==> src/rtl/colony_world_writer_if.sv <==
// colony_world_writer_if: ant-array and world-grid signals around the world writer
interface colony_world_writer_if #(
  parameter int NUM_ANTS    = 8,
  parameter int X_bits      = 9,
  parameter int Y_bits      = 9,
  parameter int SIGNAL_bits = 4,
  parameter int SUGAR_bits  = 4
);
  logic                            start;
  logic [NUM_ANTS*X_bits-1:0]      ant_X;
  logic [NUM_ANTS*Y_bits-1:0]      ant_Y;
  logic [NUM_ANTS-1:0]             ant_mouthFull;
  logic [NUM_ANTS-1:0]             ant_collecting;
  logic [NUM_ANTS-1:0]             ant_dropping;
  logic                            moveNow;
  logic                            global_writing_flag;
  logic [X_bits-1:0]               mem_X;
  logic [Y_bits-1:0]               mem_Y;
  logic                            mem_rd;
  logic [SIGNAL_bits+SUGAR_bits-1:0] mem_rdata;
  logic                            mem_we;
  logic [SIGNAL_bits+SUGAR_bits-1:0] mem_wdata;
  logic [15:0]                     nest_sugar;
  logic                            busy;
  logic                            done;
  modport master (
    input  start, ant_X, ant_Y, ant_mouthFull, ant_collecting, ant_dropping, mem_rdata,
    output moveNow, global_writing_flag, mem_X, mem_Y, mem_rd, mem_we, mem_wdata,
           nest_sugar, busy, done
  );
  modport slave (
    output start, ant_X, ant_Y, ant_mouthFull, ant_collecting, ant_dropping, mem_rdata,
    input  moveNow, global_writing_flag, mem_X, mem_Y, mem_rd, mem_we, mem_wdata,
           nest_sugar, busy, done
  );
endinterface

==> src/rtl/colony_world_writer.sv <==
// colony_world_writer: per-step ant snapshot, move strobe, grid read-modify-write and re-arm strobe
module colony_world_writer #(
  parameter int NUM_ANTS    = 8,
  parameter int X_bits      = 9,
  parameter int Y_bits      = 9,
  parameter int SIGNAL_bits = 4,
  parameter int SUGAR_bits  = 4,
  parameter int DEPOSIT     = 3
) (
  input logic newLocClock,
  input logic RESET,
  colony_world_writer_if.master bus
);
  localparam int IW   = NUM_ANTS > 1 ? $clog2(NUM_ANTS) : 1;
  localparam int W    = SIGNAL_bits + SUGAR_bits;
  localparam int SMAX = 2**SIGNAL_bits - 1;
  typedef enum logic [3:0] {IDLE, SNAP, MOVE, CHECK, RD, WAIT, WR, FLAG, DONE} state_t;
  state_t state, next;
  logic [IW-1:0]              idx;
  logic [NUM_ANTS*X_bits-1:0] snap_x;
  logic [NUM_ANTS*Y_bits-1:0] snap_y;
  logic [NUM_ANTS-1:0]        snap_mf, snap_col, snap_drop;
  logic [W-1:0]               rd_q;
  logic [X_bits-1:0]          mem_x_q;
  logic [Y_bits-1:0]          mem_y_q;
  logic [15:0]                nest_q;
  logic                       active, last;
  logic [SUGAR_bits-1:0]      sug, sug_n;
  logic [SIGNAL_bits-1:0]     sig, sig_n;
  logic [SIGNAL_bits:0]       sum;
  assign active = snap_mf[idx] | snap_col[idx] | snap_drop[idx];
  assign last   = idx == IW'(NUM_ANTS - 1);
  always_comb begin
    next = state;
    case (state)
      IDLE:    next = bus.start ? SNAP : IDLE;
      SNAP:    next = MOVE;
      MOVE:    next = CHECK;
      CHECK:   next = active ? RD : last ? FLAG : CHECK;
      RD:      next = WAIT;
      WAIT:    next = WR;
      WR:      next = last ? FLAG : CHECK;
      FLAG:    next = DONE;
      default: next = IDLE;
    endcase
  end
  // Flags are captured in SNAP, one cycle before moveNow lets the ants change them.
  always_ff @(posedge newLocClock or posedge RESET) begin
    if (RESET) begin
      state     <= IDLE;
      idx       <= '0;
      snap_x    <= '0;
      snap_y    <= '0;
      snap_mf   <= '0;
      snap_col  <= '0;
      snap_drop <= '0;
      rd_q      <= '0;
      mem_x_q   <= '0;
      mem_y_q   <= '0;
      nest_q    <= '0;
    end else begin
      state <= next;
      if (state == SNAP) begin
        snap_x    <= bus.ant_X;
        snap_y    <= bus.ant_Y;
        snap_mf   <= bus.ant_mouthFull;
        snap_col  <= bus.ant_collecting;
        snap_drop <= bus.ant_dropping;
      end
      if (state == MOVE) idx <= '0;
      if ((state == CHECK && !active) || state == WR) idx <= idx + 1'b1;
      if (state == CHECK && active) begin
        mem_x_q <= snap_x[idx*X_bits +: X_bits];
        mem_y_q <= snap_y[idx*Y_bits +: Y_bits];
      end
      if (state == WAIT) rd_q <= bus.mem_rdata;
      if (state == WR && snap_drop[idx] && nest_q != 16'hFFFF) nest_q <= nest_q + 16'd1;
    end
  end
  always_comb begin
    sug   = rd_q[SUGAR_bits-1:0];
    sig   = rd_q[W-1:SUGAR_bits];
    sum   = {1'b0, sig} + (SIGNAL_bits+1)'(DEPOSIT);
    sug_n = (snap_col[idx] && sug != '0) ? sug - SUGAR_bits'(1) : sug;
    sig_n = !snap_mf[idx] ? sig :
            sum > (SIGNAL_bits+1)'(SMAX) ? SIGNAL_bits'(SMAX) : sum[SIGNAL_bits-1:0];
  end
  assign bus.moveNow             = state == MOVE;
  assign bus.global_writing_flag = state == FLAG;
  assign bus.mem_rd              = state == RD;
  assign bus.mem_we              = state == WR;
  assign bus.mem_wdata           = state == WR ? {sig_n, sug_n} : '0;
  assign bus.mem_X               = mem_x_q;
  assign bus.mem_Y               = mem_y_q;
  assign bus.nest_sugar          = nest_q;
  assign bus.busy                = state != IDLE && state != DONE;
  assign bus.done                = state == DONE;
endmodule
==> src/flat_wrapper.sv <==
// flat-port wrapper written by rule: the top's interface ports become plain ports
module colony_world_writer_flat 
#(
  parameter int NUM_ANTS    = 8,
  parameter int X_bits      = 9,
  parameter int Y_bits      = 9,
  parameter int SIGNAL_bits = 4,
  parameter int SUGAR_bits  = 4,
  parameter int DEPOSIT     = 3
)
  (newLocClock, RESET, bus_start, bus_ant_X, bus_ant_Y, bus_ant_mouthFull, bus_ant_collecting, bus_ant_dropping, bus_mem_rdata, bus_moveNow, bus_global_writing_flag, bus_mem_X, bus_mem_Y, bus_mem_rd, bus_mem_we, bus_mem_wdata, bus_nest_sugar, bus_busy, bus_done);
  colony_world_writer_if #(.NUM_ANTS(NUM_ANTS), .X_bits(X_bits), .Y_bits(Y_bits), .SIGNAL_bits(SIGNAL_bits), .SUGAR_bits(SUGAR_bits)) bus_i ();
  input logic newLocClock;
  input logic RESET;
  input wire logic [$bits(bus_i.start)-1:0] bus_start;
  input wire logic [$bits(bus_i.ant_X)-1:0] bus_ant_X;
  input wire logic [$bits(bus_i.ant_Y)-1:0] bus_ant_Y;
  input wire logic [$bits(bus_i.ant_mouthFull)-1:0] bus_ant_mouthFull;
  input wire logic [$bits(bus_i.ant_collecting)-1:0] bus_ant_collecting;
  input wire logic [$bits(bus_i.ant_dropping)-1:0] bus_ant_dropping;
  input wire logic [$bits(bus_i.mem_rdata)-1:0] bus_mem_rdata;
  output wire logic [$bits(bus_i.moveNow)-1:0] bus_moveNow;
  output wire logic [$bits(bus_i.global_writing_flag)-1:0] bus_global_writing_flag;
  output wire logic [$bits(bus_i.mem_X)-1:0] bus_mem_X;
  output wire logic [$bits(bus_i.mem_Y)-1:0] bus_mem_Y;
  output wire logic [$bits(bus_i.mem_rd)-1:0] bus_mem_rd;
  output wire logic [$bits(bus_i.mem_we)-1:0] bus_mem_we;
  output wire logic [$bits(bus_i.mem_wdata)-1:0] bus_mem_wdata;
  output wire logic [$bits(bus_i.nest_sugar)-1:0] bus_nest_sugar;
  output wire logic [$bits(bus_i.busy)-1:0] bus_busy;
  output wire logic [$bits(bus_i.done)-1:0] bus_done;
  assign bus_i.start = bus_start;
  assign bus_i.ant_X = bus_ant_X;
  assign bus_i.ant_Y = bus_ant_Y;
  assign bus_i.ant_mouthFull = bus_ant_mouthFull;
  assign bus_i.ant_collecting = bus_ant_collecting;
  assign bus_i.ant_dropping = bus_ant_dropping;
  assign bus_i.mem_rdata = bus_mem_rdata;
  assign bus_moveNow = bus_i.moveNow;
  assign bus_global_writing_flag = bus_i.global_writing_flag;
  assign bus_mem_X = bus_i.mem_X;
  assign bus_mem_Y = bus_i.mem_Y;
  assign bus_mem_rd = bus_i.mem_rd;
  assign bus_mem_we = bus_i.mem_we;
  assign bus_mem_wdata = bus_i.mem_wdata;
  assign bus_nest_sugar = bus_i.nest_sugar;
  assign bus_busy = bus_i.busy;
  assign bus_done = bus_i.done;
  colony_world_writer #(.NUM_ANTS(NUM_ANTS), .X_bits(X_bits), .Y_bits(Y_bits), .SIGNAL_bits(SIGNAL_bits), .SUGAR_bits(SUGAR_bits), .DEPOSIT(DEPOSIT)) u_core (.newLocClock(newLocClock), .RESET(RESET), .bus(bus_i));
endmodule
==> config.mk <==
export PLATFORM = sky130hd
export DESIGN_NAME = colony_world_writer_flat
export DESIGN_NICKNAME = d
export VERILOG_FILES = /design/src/rtl/colony_world_writer_if.sv /design/src/rtl/colony_world_writer.sv /design/src/flat_wrapper.sv
export SDC_FILE = /design/constraint.sdc
export NUM_CORES = 1
export LEC_CHECK = 0
export CAP_MARGIN = 5
export CORE_MARGIN = 3
export CORE_UTILIZATION = 50
export DETAILED_ROUTE_END_ITERATION = 10
export PLACE_DENSITY = 0.88
export SETUP_SLACK_MARGIN = 0.1
export SYNTH_ARGS = -nofsm -noshare
export SYNTH_HDL_FRONTEND = slang
export SYNTH_SLANG_ARGS = --single-unit
==> constraint.sdc <==
create_clock -name newLocClock -period 10.45 [get_ports newLocClock]
set_input_delay 2.09 -clock newLocClock [delete_from_list [all_inputs] [get_ports newLocClock]]
set_output_delay 2.09 -clock newLocClock [all_outputs]
set_load 0.005 [all_outputs]
After elaboration in Yosys (flattened, before gate mapping)
Index checks and enable logic that the tools add are counted.
{ "word_totals": {"elab_cells": 61, "out_inout_bits": 48, "ff_bits": 217} }
{ "op_classes": {"n_reduce_logical": 12, "order_cmp": 2, "n_bitwise": 2, "multipliers": 1, "n_eq_ne": 11, "shifts": 2, "mux": 16, "n_addsub": 4} }
{ "op_table": {"columns": ["op", "count"], "rows": [
  ["72-bit by 8-bit indexed part select with 9-bit output", 2],
  ["4-bit one-hot mux with 8 select lines", 1],
  ["16-bit by 1-bit adder with 16-bit output (second input constant)", 1],
  ["4-bit by 3-bit == test with 1-bit output (second input constant)", 4],
  ["4-bit two-way mux", 4],
  ["16-bit inequality test (second input constant)", 1],
  ["1-bit binary-select mux with 3-bit select", 3],
  ["3-bit two-way mux", 3],
  ["4-bit by 2-bit == test with 1-bit output (second input constant)", 2],
  ["8-bit two-way mux", 1],
  ["4-bit nonzero test", 2],
  ["3-bit by 4-bit multiplier with 7-bit output (second input constant)", 1],
  ["1-bit logical AND", 6],
  ["4-bit by 2-bit adder with 5-bit output (second input constant)", 1],
  ["5-bit by 4-bit > comparator with 1-bit output (second input constant)", 1],
  ["4-bit by 1-bit == test with 1-bit output (second input constant)", 1],
  ["4-bit == test (second input constant)", 1],
  ["4-bit zero test", 1],
  ["3-bit by 4-bit less-than comparator with 1-bit output (second input constant)", 1],
  ["1-bit two-way mux", 4],
  ["4-bit inequality test (second input constant)", 1],
  ["4-bit by 1-bit subtractor with 4-bit output (second input constant)", 1],
  ["3-bit by 1-bit adder with 3-bit output (second input constant)", 1],
  ["3-bit == test (second input constant)", 1],
  ["4 further kinds", 5]
]} }

Logic depth before layout (Yosys ltp)
{ "depth": {"depth_word": 8, "ltp_mapped": 8, "ltp_nobuf": 7} }

Worst setup path before layout
No wires, ideal clock.
{ "synth_path": {"path_kind": "register to output", "start": "reg u_core.idx[0]", "end": "out bus_mem_wdata[7]", "t_required_ps": 8360, "setup_slack_ps": 6663, "arrival_ps": 1697, "path_buffers": 1, "path_stages_with_launch": 7, "path_cell_list": "dfrtp_1 -> buf_6 -> mux4_2 -> mux2i_4 -> nor2_1 -> a31o_2 -> nor2_1"} }
{ "synth_between": {"elab_chain_len": 4} }
{ "synth_lines": {"columns": ["element", "line_no", "source"], "rows": [
  ["start: declaration", "colony_world_writer.sv:19", "logic [IW-1:0] idx;"],
  ["start signal: assignment", "colony_world_writer.sv:71", "if ((state == CHECK && !active) || state == WR) idx <= idx + 1'b1;"],
  ["1-bit binary-select mux with 3-bit select", "colony_world_writer.sv:85", "sig_n = !snap_mf[idx] ? sig :"],
  ["1-bit two-way mux (implied by the code)", "colony_world_writer.sv:85", null],
  ["4-bit two-way mux", "colony_world_writer.sv:85", null],
  ["8-bit two-way mux", "colony_world_writer.sv:92", "assign bus.mem_wdata = state == WR ? {sig_n, sug_n} : '0;"],
  ["end: declaration", "flat_wrapper.sv:28", "output wire logic [$bits(bus_i.mem_wdata)-1:0] bus_mem_wdata;"]
]} }
No other way between the ends. The select of a mux whose other input is x is not followed.

Worst setup path after layout
Ends and elaborated chain as after synthesis.

==> flow_summary.yaml <==
status:
  status: "completed"
routing:
  drt_wl_total_mm: 21.9
  drc: 0
  wire_per_inst_um: 19.1
  firstDrtPassIters: 4
  dr_total_vias: 6247
  ant_nets: 0
  vias_per_cell: 5.43
  drt-initial-drc-count: 290
timing:
  slew_headroom_pct: 29.2
  fmax_mhz: 180
  finClkSkew_ns: 0.00842
  slew_violations: 0
  hold_violations: 0
  worst_pin_slew_ns: 1.06
  finalCriticalPeriod_ns: 5.55
  rsz0062_at_grt: "no"
  post-route-period-util_pct: 53.1
  tns_ns: 0
  setup_viol: 0
yosys:
  syn_inst: 665
  yosysTopAreaCell: "dfrtp_1"
  synth_top_area_share_pct: 55.7
  synth_ff_type: "dfrtp_1"
  syn_area_sq_um: 9750
  ys_warn_count: 0
  synth_cell_types: 42
  synth_edf_count: 0
  syn_nets: 850
  async_flop_share_pct: 100
  synth-seq-area-share_pct: 55.7
  ys_seq_elements: 217
  synth.avg_cell_area_sq_um: 14.7
  ys_top_cells_by_area: "dfrtp_1 56%, mux2_2 20%, mux4_2 9.7%, mux2i_1 1.8%, buf_2 1.3%"
floorplan:
  start_util_pct: 51.5
  ios: 227
  core_area_sq_um: 19000
  fp.dieW_um: 146
  die_area_sq_um: 21200
  fp.dieH_um: 146
  row_count: 50
worst_setup_path:
  end_kind: "primary output"
  cp.arrival_ns: 3.46
  path_cells: "mux4_2 -> mux2i_4 -> nor2_1 -> a31o_2 -> nor2_1 -> clkdlybuf4s50_1"
  cpMaxStageDelayCell: "dfrtp_4"
  critPathBufInv: 1
  cp_common_cell: "nor2_1"
  critPathMaxStageDelay_ns: 1.01
  critPathTopFamily: "flip-flops"
  path_depth: 6
  start_kind: "flip-flop"
  required_ns: 8.36
  crit_fanout: 44
  rr_worst_depth: 5
  path_class: "reg -> out"
clock_network:
  insertion_delay_ns: 0.49
  cts_made_buffers: 22
  cts_tree: "built"
  path_clk_slew_ns: 0.06
  ctsResizeCount: 0
  postCtsHoldBufs: 0
  cts_setup_buffers: 0
  cts.path.max_buffers: 3
  cts_sinks: 217
  root_buffer: "clkbuf_16"
  cts_max_level: 1
global_route:
  grt_max_degree: 169
  grt_overflow_total: 0
  grt_pass1_vias: 6645
  grt_pass1_wl_mm: 35.2
  antenna_found_initial: 2
  grt_use_total_pct: 20.5
power_and_ir_drop:
  p_switching_mw: 1.08
  irDropWorstVdd_v: 0.000149
  switching_share_pct: 29.5
  power.leakage_nw: 5.13
  combinationalPowerShare_pct: 36.9
  clkPwrFrac_pct: 21.6
  power.internal_mw: 2.58
  power_density_nw_per_um2: 284
  power_frac_seq_pct: 41.5
placed_design:
  gp_congestion: 0.840
  dp_hpwl_mm: 15.3
  place_area_sq_um: 12200
  port_buffers: 226
final_layout:
  multi_input_area_sq_um: 4090
  drive_gt1_share_pct: 29.9
  final_area_sq_um: 12900
  num_antenna_cells: 0
  nets: 1063
  regArea_sq_um: 5440
  num-fill-cells: 1330
  area_growth_pct: 32.5
hold_path:
  min_path_type: "reg -> reg"
  min_delay_path_depth: 2
flow_run:
  cap_violations: 0
## routing by layer
| metal | vias to the layer above | wire length (um) | global-route usage, % |
|---|---|---|---|
| li1 | 2839 | - | - |
| met1 | 3175 | 9300 | 27.2 |
| met2 | 195 | 10800 | 34.6 |
| met3 | 34 | 1500 | 5.57 |
| met4 | 4 | 333 | 3.51 |
| met5 | - | 23 | 0 |
## power groups by stage
stage | Combinational (mW) | Clock [mW] | Sequential, mW
2_1_floorplan | 1.08 | 0 | 1.40
3_3_place_gp | 1.31 | 0 | 1.51
3_5_place_dp | 1.36 | 0 | 1.54
4_1_cts | 1.36 | 0.812 | 1.53
5_1_grt | 1.47 | 0.843 | 1.58
6_report | 1.35 | 0.793 | 1.52
## Yosys cell counts, types with 5 or more instances
master and count:
buf_2 26, mux2i_1 18, xnor2_1 10, o21ai_0 10
o21ai_1 19, nand3_1 5, nor3_1 7, nand2_1 34
ha_1 6, nand4_1 6, nor2_1 25, clkbuf_1 11
mux4_2 42, xor2_1 6, mux2_2 174, inv_1 10
dfrtp_1 217
## flip-flops by register name (all words and copies together) (netlist names), 8 cells and up
signal and flops:
u_core.bus.nest_sugar 16, u_core.rd_q 8, u_core.snap_drop 8, u_core.snap_mf 8, u_core.bus.mem_Y 9, u_core.snap_y 72
u_core.bus.mem_X 9, u_core.snap_x 72, u_core.snap_col 8
## worst register-to-register path: stages, from the launching register on
cell	delay (ns)
dfrtp_4	1.01
mux4_2	0.63
mux2i_4	0.34
a31o_1	0.22
buf_4	0.34
o21ai_1	0.16
## worst paths after layout
check / from / end / slack [ns]
worst max-delay path: u_core.idx[0] / bus_mem_wdata[7] / 4.90
worst min-delay path: u_core.bus.mem_Y[4] / u_core.bus.mem_Y[4] / 0.48
worst max register to register: u_core.idx[0] / u_core.bus.mem_X[7] / 7.61
worst min register to register: u_core.bus.mem_Y[4] / u_core.bus.mem_Y[4] / 0.48
max in group asynchronous: RESET / u_core.snap_y[4] / 6.73
min in group asynchronous: RESET / u_core.rd_q[4] / 2.23
## cells in the final DEF (no fill, tap or decap), types with 9 or more instances in the layout
cell type	netlist	layout
dfrtp_1	217	214
mux4_2	42	42
clkdlybuf4s50_1	0	226
inv_1	10	9
xnor2_1	10	10
mux2i_1	18	18
nor2_1	25	25
mux2_2	174	174
o21ai_0	10	10
nand2_1	34	34
clkbuf_16	0	23
o21ai_1	19	19
## stage by stage
step | setup slack (ns) | total power, mW | cells | hold slack [ns] | util, %
6_report | 4.90 | 3.66 | 1150 | 0.485 | 68.2
3_3_place_gp | 5.34 | 2.83 | 1114 | 0.470 | 64.3
4_1_cts | 4.78 | 3.70 | 1150 | 0.489 | 68.2
2_1_floorplan | 2.42 | 2.49 | 665 | 0.475 | -
3_5_place_dp | 5.31 | 2.89 | 1114 | 0.474 | 64.3
5_1_grt | 4.62 | 3.89 | 1150 | 0.514 | 68.2
## logic make-up after synthesis
logic type	synth area share [%]
compound gates	2.53
xor+xnor	1.44
fa+ha+maj	0.770
buf+inv	2.49
flops	55.7
mux	32.3
simple gates	4.78
## layout make-up
type	count	share of cell area, %
Timing Repair Buffer	230	17.8
Inverter	10	0.349
Tap cell	260	2.52
Multi-Input combinational cell	397	31.6
Clock buffer	27	4.65
Clock inverter	9	0.968
Sequential cell	217	42.1
Note: power is estimated with default switching activity, not from simulation.
